File: src/rtl/mfp_lcd_ctrl.sv
// PCD8544 (Nokia 5110) sequencer: LCD reset pulse, init list, host bytes
// and full-frame refresh from a frame-buffer port, paced by serializer ce.
//
// Ports:
//   clk, i_rst_n           clock, async active-low reset
//   backlight              passed through to spi_ctrl[1]
//   refresh                frame refresh request pulse (sticky)
//   cmd_valid/dc/data      host byte in; cmd_ready = accepted this cycle
//   fb_rd/fb_addr/fb_data  frame-buffer read port (data one cycle later)
//   spi_value/ctrl/send    serializer byte, {rst_n,backlight,dc}, strobe
//   spi_ce                 serializer idle
//   busy, frame_done       status
module mfp_lcd_ctrl #(
  parameter int          RST_CYCLES = 16,
  parameter logic [6:0]  CONTRAST   = 7'h31,
  parameter int          FB_BYTES   = 504
) (
  input  logic       clk,
  input  logic       i_rst_n,
  input  logic       backlight,
  input  logic       refresh,
  input  logic       cmd_valid,
  input  logic       cmd_dc,
  input  logic [7:0] cmd_data,
  output logic       cmd_ready,
  output logic       fb_rd,
  output logic [8:0] fb_addr,
  input  logic [7:0] fb_data,
  output logic [7:0] spi_value,
  output logic [2:0] spi_ctrl,
  output logic       spi_send,
  input  logic       spi_ce,
  output logic       busy,
  output logic       frame_done
);

  localparam int CW = $clog2(RST_CYCLES + 1);

  typedef enum logic [2:0] {
    S_RST, S_INIT, S_IDLE, S_HOST,
    S_HDR, S_FETCH, S_CAPT, S_DATA
  } state_t;

  typedef enum logic [1:0] {
    B_ARM, B_SEND, B_WLO, B_WHI
  } bph_t;

  state_t        r_state;
  bph_t          r_bph;
  logic [2:0]    r_idx;
  logic [CW-1:0] r_cnt;
  logic [7:0]    r_value;
  logic          r_dc;
  logic          r_lrst;
  logic          r_send;
  logic          r_fb_rd;
  logic [8:0]    r_fb_addr;
  logic          r_done;
  logic          r_ref;
  logic [7:0]    r_hbyte;
  logic          r_hdc;

  logic [7:0] w_init;
  logic [7:0] w_byte;
  logic       w_dc;
  logic       w_eng;
  logic       w_bdone;
  logic       w_last;
  logic       w_take;

  always_comb begin
    w_init = 8'h21;
    unique case (r_idx)
      3'd0:    w_init = 8'h21;
      3'd1:    w_init = {1'b1, CONTRAST};
      3'd2:    w_init = 8'h04;
      3'd3:    w_init = 8'h14;
      3'd4:    w_init = 8'h20;
      default: w_init = 8'h0C;
    endcase
  end

  // Byte source for the engine; frame data is already in r_value.
  always_comb begin
    w_byte = r_value;
    w_dc   = r_dc;
    unique case (1'b1)
      r_state == S_INIT: begin
        w_byte = w_init;
        w_dc   = 1'b0;
      end
      r_state == S_HOST: begin
        w_byte = r_hbyte;
        w_dc   = r_hdc;
      end
      r_state == S_HDR: begin
        w_byte = r_idx[0] ? 8'h40 : 8'h80;
        w_dc   = 1'b0;
      end
      default: ;
    endcase
  end

  assign w_eng   = (r_state == S_INIT) || (r_state == S_HOST) ||
                   (r_state == S_HDR)  || (r_state == S_DATA);
  assign w_bdone = w_eng && (r_bph == B_WHI) && spi_ce;
  assign w_last  = (r_fb_addr == 9'(FB_BYTES - 1));
  assign w_take  = (r_state == S_IDLE) && !cmd_valid && r_ref;

  assign cmd_ready  = (r_state == S_IDLE) && cmd_valid;
  assign busy       = (r_state != S_IDLE);
  assign spi_ctrl   = {r_lrst, backlight, r_dc};
  assign spi_value  = r_value;
  assign spi_send   = r_send;
  assign fb_rd      = r_fb_rd;
  assign fb_addr    = r_fb_addr;
  assign frame_done = r_done;

  always_ff @(posedge clk or negedge i_rst_n) begin
    if (!i_rst_n) begin
      r_state   <= S_RST;
      r_bph     <= B_ARM;
      r_idx     <= '0;
      r_cnt     <= '0;
      r_value   <= '0;
      r_dc      <= 1'b0;
      r_lrst    <= 1'b0;
      r_send    <= 1'b0;
      r_fb_rd   <= 1'b0;
      r_fb_addr <= '0;
      r_done    <= 1'b0;
      r_ref     <= 1'b0;
      r_hbyte   <= '0;
      r_hdc     <= 1'b0;
    end else begin
      r_send  <= 1'b0;
      r_done  <= 1'b0;
      r_fb_rd <= 1'b0;
      // A pulse coinciding with the frame start queues another frame.
      r_ref   <= refresh | (r_ref & ~w_take);

      if (w_eng) begin
        unique case (r_bph)
          B_ARM: if (spi_ce) begin
            r_value <= w_byte;
            r_dc    <= w_dc;
            r_send  <= 1'b1;
            r_bph   <= B_SEND;
          end
          B_SEND: r_bph <= B_WLO;
          B_WLO:  if (!spi_ce) r_bph <= B_WHI;
          B_WHI:  if (spi_ce) r_bph <= B_ARM;
        endcase
      end

      unique case (r_state)
        S_RST: begin
          if (r_cnt == CW'(RST_CYCLES - 1)) begin
            r_lrst  <= 1'b1;
            r_idx   <= '0;
            r_state <= S_INIT;
          end else begin
            r_cnt <= r_cnt + 1'b1;
          end
        end
        S_INIT: begin
          if (w_bdone) begin
            if (r_idx == 3'd5) begin
              r_idx   <= '0;
              r_state <= S_IDLE;
            end else begin
              r_idx <= r_idx + 1'b1;
            end
          end
        end
        S_IDLE: begin
          if (cmd_valid) begin
            r_hbyte <= cmd_data;
            r_hdc   <= cmd_dc;
            r_state <= S_HOST;
          end else if (r_ref) begin
            r_idx   <= '0;
            r_state <= S_HDR;
          end
        end
        S_HOST: begin
          if (w_bdone) r_state <= S_IDLE;
        end
        S_HDR: begin
          if (w_bdone) begin
            if (r_idx[0]) begin
              r_idx     <= '0;
              r_fb_addr <= '0;
              r_fb_rd   <= 1'b1;
              r_state   <= S_FETCH;
            end else begin
              r_idx <= 3'd1;
            end
          end
        end
        S_FETCH: r_state <= S_CAPT;
        S_CAPT: begin
          r_value <= fb_data;
          r_dc    <= 1'b1;
          r_state <= S_DATA;
        end
        S_DATA: begin
          if (w_bdone) begin
            if (w_last) begin
              r_done    <= 1'b1;
              r_fb_addr <= '0;
              r_state   <= S_IDLE;
            end else begin
              r_fb_addr <= r_fb_addr + 1'b1;
              r_fb_rd   <= 1'b1;
              r_state   <= S_FETCH;
            end
          end
        end
      endcase
    end
  end

endmodule

File: config.mk
export PLATFORM = sky130hd
export DESIGN_NAME = mfp_lcd_ctrl
export DESIGN_NICKNAME = d
export VERILOG_FILES = /design/src/rtl/mfp_lcd_ctrl.sv
export SDC_FILE = /design/constraint.sdc
export NUM_CORES = 1
export LEC_CHECK = 0
export ABC_AREA = 1
export ABC_CLOCK_PERIOD_IN_PS = 1700
export BUFFER_PORTS_ARGS = -buffer_cell sky130_fd_sc_hd__buf_2
export CORE_ASPECT_RATIO = 0.6
export CORE_MARGIN = 2
export CORE_UTILIZATION = 45
export CTS_CLUSTER_DIAMETER = 30
export DETAILED_ROUTE_END_ITERATION = 16
export PLACE_DENSITY = 0.65
export RECOVER_POWER = 50
export SLEW_MARGIN = 20
export SYNTH_ARGS = -nofsm -noshare
export SYNTH_HDL_FRONTEND = slang
export SYNTH_SLANG_ARGS = --single-unit
File: constraint.sdc
create_clock -name clk -period 1.7 [get_ports clk]
set_input_delay 0.51 -clock clk [delete_from_list [all_inputs] [get_ports clk]]
set_output_delay 0.51 -clock clk [all_outputs]
set_load 0.02 [all_outputs]
== Word level (Yosys, flattened, before mapping) ==
Index checks and enable logic that the tools add are counted.

* Add/sub/neg operators: 3
* Equal/unequal tests: 31
* Multiplexer cells: 51
* Bitwise logic cells: 4
* Reductions and logical operators: 29

{| class="wikitable"
|+ Operator list
! cell !! count
|-
| $mux W3 || 16
|-
| $mux W8 || 5
|-
| $pmux W8 S5 || 1
|-
| $mux W9 || 4
|-
| $pmux W3 S8 || 1
|-
| $pmux W8 S3 || 1
|-
| $ne A2 B2 Y1 const B || 11
|-
| $eq A3 B3 Y1 const B || 6
|-
| $pmux W9 S2 || 1
|-
| $reduce_and A4 Y1 || 4
|-
| $mux W1 || 15
|-
| $eq A3 B2 Y1 const B || 4
|-
| $pmux W3 S4 || 1
|-
| $add A9 B1 Y9 const B || 1
|-
| $eq A9 B9 Y1 const B || 1
|-
| $pmux W2 S4 || 1
|-
| $reduce_and A8 Y1 || 1
|-
| $reduce_bool A2 Y1 || 4
|-
| $reduce_bool A4 Y1 || 2
|-
| $eq A3 B1 Y1 const B || 2
|-
| $logic_not A3 Y1 || 2
|-
| $mux W2 || 3
|-
| $reduce_and A2 Y1 || 3
|-
| $reduce_and A6 Y1 || 1
|-
| 18 further kinds || 27
|}

* Register bits: 45
* Input bits: 23
* Output and inout bits: 25
* Word-level logic and storage cells: 132

== Logic depth before layout (Yosys ltp) ==
* Depth after elaboration: 8
* Gate-level depth with buffers: 10
* Gate-level depth less buffers: 10

== Worst setup path before layout ==
Ideal clock, no wire load.

* Kind: register -> output
* Start point: register r_state[0]
* End point: output cmd_ready
* Arrival time: 1.211 ns
* Required time: 1.190 ns
* Path slack: -0.021 ns
* Cell stages (with the launch flop): 6
* Path buffers: 2
* Path through: dfrtp_1 buf_6 inv_4 nand3_2 nor2_2 buf_2

* Cells in the longest elaborated chain, start to end: 2

{| class="wikitable"
|+ RTL lines
! what !! line !! source
|-
| from (decl) || 48 || <nowiki>state_t r_state;</nowiki>
|-
| from (signal assigned) || 121 || <nowiki>r_state <= S_RST;</nowiki>
|-
| from (signal assigned) || 161 || <nowiki>r_state <= S_INIT;</nowiki>
|-
| from (signal assigned) || 170 || <nowiki>r_state <= S_IDLE;</nowiki>
|-
| $eq A3 B2 Y1 || 110 || <nowiki>assign cmd_ready = (r_state == S_IDLE) && cmd_valid;</nowiki>
|-
| $logic_and A1 B1 Y1 || 110 ||
|-
| to (decl) || 25 || <nowiki>output logic cmd_ready,</nowiki>
|}

No other way between the ends.

== Final worst setup path ==
* Start point: register r_state[0]
* End point: output busy

* Cells in the longest elaborated chain, start to end: 1

{| class="wikitable"
|+ RTL lines
! what !! line !! source
|-
| $ne A3 B2 Y1 || 111 || <nowiki>assign busy = (r_state != S_IDLE);</nowiki>
|-
| to (decl) || 33 || <nowiki>output logic busy,</nowiki>
|}

No other way between the ends.

==> impl_metrics.toml <==
[layout]
finalNetCount = 458
drive_gt1_share_pct = 28.81
area_delta_synth_final_pct = 25.60
antenna_cells = 0
fillCellCount = 522
finish.utilization_pct = 59.22
final_cell_area_mm2 = 0.003346

[placement]
dpl.hpwl_um = 4799
io_buffers = 45
gp_congestion = 0.8892
pre_cts_ws_ps = 26.08
dpl-instance-area_mm2 = 0.003033

[floorplan]
std_cell_rows = 21
core-area_mm2 = 0.005649
fp.dieW_um = 103.3
die_y_um = 63.60
start_util_pct = 47.15
fp.dieArea_mm2 = 0.006571
boundaryPins = 48

[pwr]
comb_power_share_pct = 52.9
power.total_mw = 5.071
worst_ir_drop_vdd_v = 0.0006031
power_switching_mw = 2.259
p_int_mw = 2.811
leakagePower_nw = 1.849
p_clk_share_pct = 16.4
p_sw_share_pct = 44.55
share_seq_of_total_power_pct = 30.7
power.density_mw_per_mm2 = 1516

[clocking]
clk_pin_slew_worst_paths_ps = 90
cts-root-buf = "clkbuf_8"
insertion_delay_ps = 310
cts.sinks = 45
tritoncts = "built"
clockBufferDepth = 2
htreeDepth = 2
cts_made_buffers = 5

[timing]
timing.fmax_ghz = 0.5944
setup_viol_count_final = 0
period_share_pct = 98.96
period_needed_ps = 1682
fin_ws_ps = 17.62
fin_tns_setup_ps = 0
drv_slew = 0
final-hold-violation-count = 0
relSlewSlack_pct = 24.72
rsz0062_at_grt = "true"
tightestPinTransition_ps = 1129
skew_ps = 9.344

[synth]
syn_nets = 393
yosysSeqAreaShare_pct = 42.27
synth_cell_types = 32
ys_seq_elements = 45
syn_area_mm2 = 0.002664
syn_inst = 361
yosys_warnings = 0
avgSynthCellArea_um2 = 7.379

[routing]
wl_per_cell_um = 13.12
drcViolationCount = 0
viasPerCell = 4.953
vias = 2511
dr.pass1.iters = 7
antenna_left = 0
wirelength_um = 6650
drt_iter0_markers = 181

[grt]
met2_usage_pct = 26.95
grt_usage_pct = 21.33
grt_util_met1_pct = 34.87
busiest_layer = "met1"
grt_pass1_vias = 2228
grt_use_met3_pct = 5.993
grt_max_degree = 46
grt_pass1_wl_um = 10700
grt.overflow.total = 0
antenna_found_initial = 0

[run]
max-cap-violations = 0

[min_path]
hold_class = "input port to register"
min_to = "r_ref"
whs_path_depth = 2
worstHoldStart = "refresh"

[worst_setup_path]
worstSetupPathType = "register to primary output"
rr_worst_depth = 8
r2r-end = "r_cnt[3]"
cp_data_arrival_time_ps = 1170
reg2reg_setup_slack_ps = 60
timing.rr.start = "r_state[0]"
cp.required_ps = 1190
worstPathMaxFanout = 3
crit_path_start_kind = "register"
end_kind = "primary output"

[run_status]
status = "finished clean"
==> per-layer routing <==
layer  wire length [um]  share of wire (%)
met1               3415                 51
met2               2675                 40
met3                490                7.4
met4                 69                1.0
met5                  0                  0
==> critical path, stage by stage (launching register included) <==
cell     delay (ps)
dfrtp_2         440
inv_4            70
nand3_4          90
buf_6           140
buf_6           120
==> worst max path at each step <==
stage          startpoint  slack [ps]  depth (start not counted)    endpoint
3_3_place_gp     r_cnt[0]         100                         10    r_idx[2]
3_5_place_dp     r_cnt[1]          30                         10    r_idx[1]
6_report       r_state[0]          20                          4        busy
2_1_floorplan  r_state[0]          20                          5   cmd_ready
5_1_grt          r_cnt[1]         -60                         10    r_idx[1]
4_1_cts        r_state[1]           2                          9  fb_addr[6]
==> registers in the layout, summed over array words and instances (netlist names), 2 cells and up <==
signal and count:
r_bph 2, r_cnt 5, fb_addr 9, spi_value 8
r_state 3, r_hbyte 8, r_idx 3
==> layout make-up <==
cell class	count	area, um^2	area share (%)
clock inverter	2	38.79	1.159
clock buffer	6	72.57	2.169
multi-input combinational	263	1405	42.00
timing repair buffer	69	434.2	12.98
inverter	42	167.7	5.011
sequential	45	1127	33.69
tap	80	100.1	2.992
==> placed cells by master (no fill, tap or decap), drive strengths merged, types with 7 or more instances in the layout <==
| master | Yosys | final |
|---|---|---|
| dfrtp | 45 | 45 |
| or2 | 7 | 7 |
| nand2 | 134 | 134 |
| clkbuf | 0 | 7 |
| inv | 42 | 41 |
| nand3 | 32 | 32 |
| ha | 9 | 9 |
| nor2 | 42 | 42 |
| o21ai | 18 | 18 |
| buf | 11 | 68 |
==> synth_stat cells, drive strengths merged <==
| master | n | area, um^2 |
|---|---|---|
| o22ai | 1 | 6.260 |
| mux2 | 1 | 11.26 |
| o21bai | 1 | 7.510 |
| or2 | 7 | 43.79 |
| o21ai | 18 | 97.59 |
| nand3 | 32 | 192.7 |
| a21oi | 4 | 20.02 |
| dfrtp | 45 | 1126 |
| a21boi | 1 | 11.26 |
| nor2 | 42 | 183.9 |
| xor2 | 2 | 17.52 |
| nand4 | 4 | 25.02 |
| o21a | 2 | 15.01 |
| ha | 9 | 112.6 |
| xnor2 | 1 | 8.760 |
| nand2 | 134 | 508.0 |
| inv | 42 | 160.2 |
| nor3 | 2 | 10.01 |
| a31o | 1 | 8.760 |
| buf | 11 | 86.33 |
| nand3b | 1 | 11.26 |
==> kinds of logic after synthesis <==
logic type	count (synthesis)	synth area share, %
AO/OA/AOI/OAI	28	6.247
XOR/XNOR	3	0.9866
adder cells (fa/ha/maj)	9	4.227
buffers and inverters	53	9.253
flip-flops	45	42.27
multiplexers	1	0.4227
AND/OR/NAND/NOR	222	36.59
==> what timing repair did <==
| item | in CTS | in global routing |
|---|---|---|
| endpoints found under the hold margin | 0 | 0 |
| pin swaps | 0 | 8 |
| setup buffers | 5 | 6 |
| resized for setup | 14 | 30 |
| endpoints found under the setup margin | 3 | 27 |
| hold buffers | 0 | 0 |
==> power groups by stage <==
stage	Clock [mW]	Combinational, mW	Sequential [mW]
6_report	0.832	2.68	1.56
5_1_grt	0.894	3.00	1.59
4_1_cts	0.838	2.46	1.55
3_5_place_dp	0	2.26	1.57
3_3_place_gp	0	2.24	1.57
2_1_floorplan	0	1.58	1.61
==> through the flow <==
| step | cells | hold WS [ps] |
|---|---|---|
| final | 507 | 388.2 |
| after global routing | 507 | 385.0 |
| after CTS | 502 | 178.5 |
| after detailed placement | 489 | 459.9 |
| after global placement | 489 | 458.5 |
| after floorplan | 361 | 214.4 |
(Power assumes the default switching activity.)
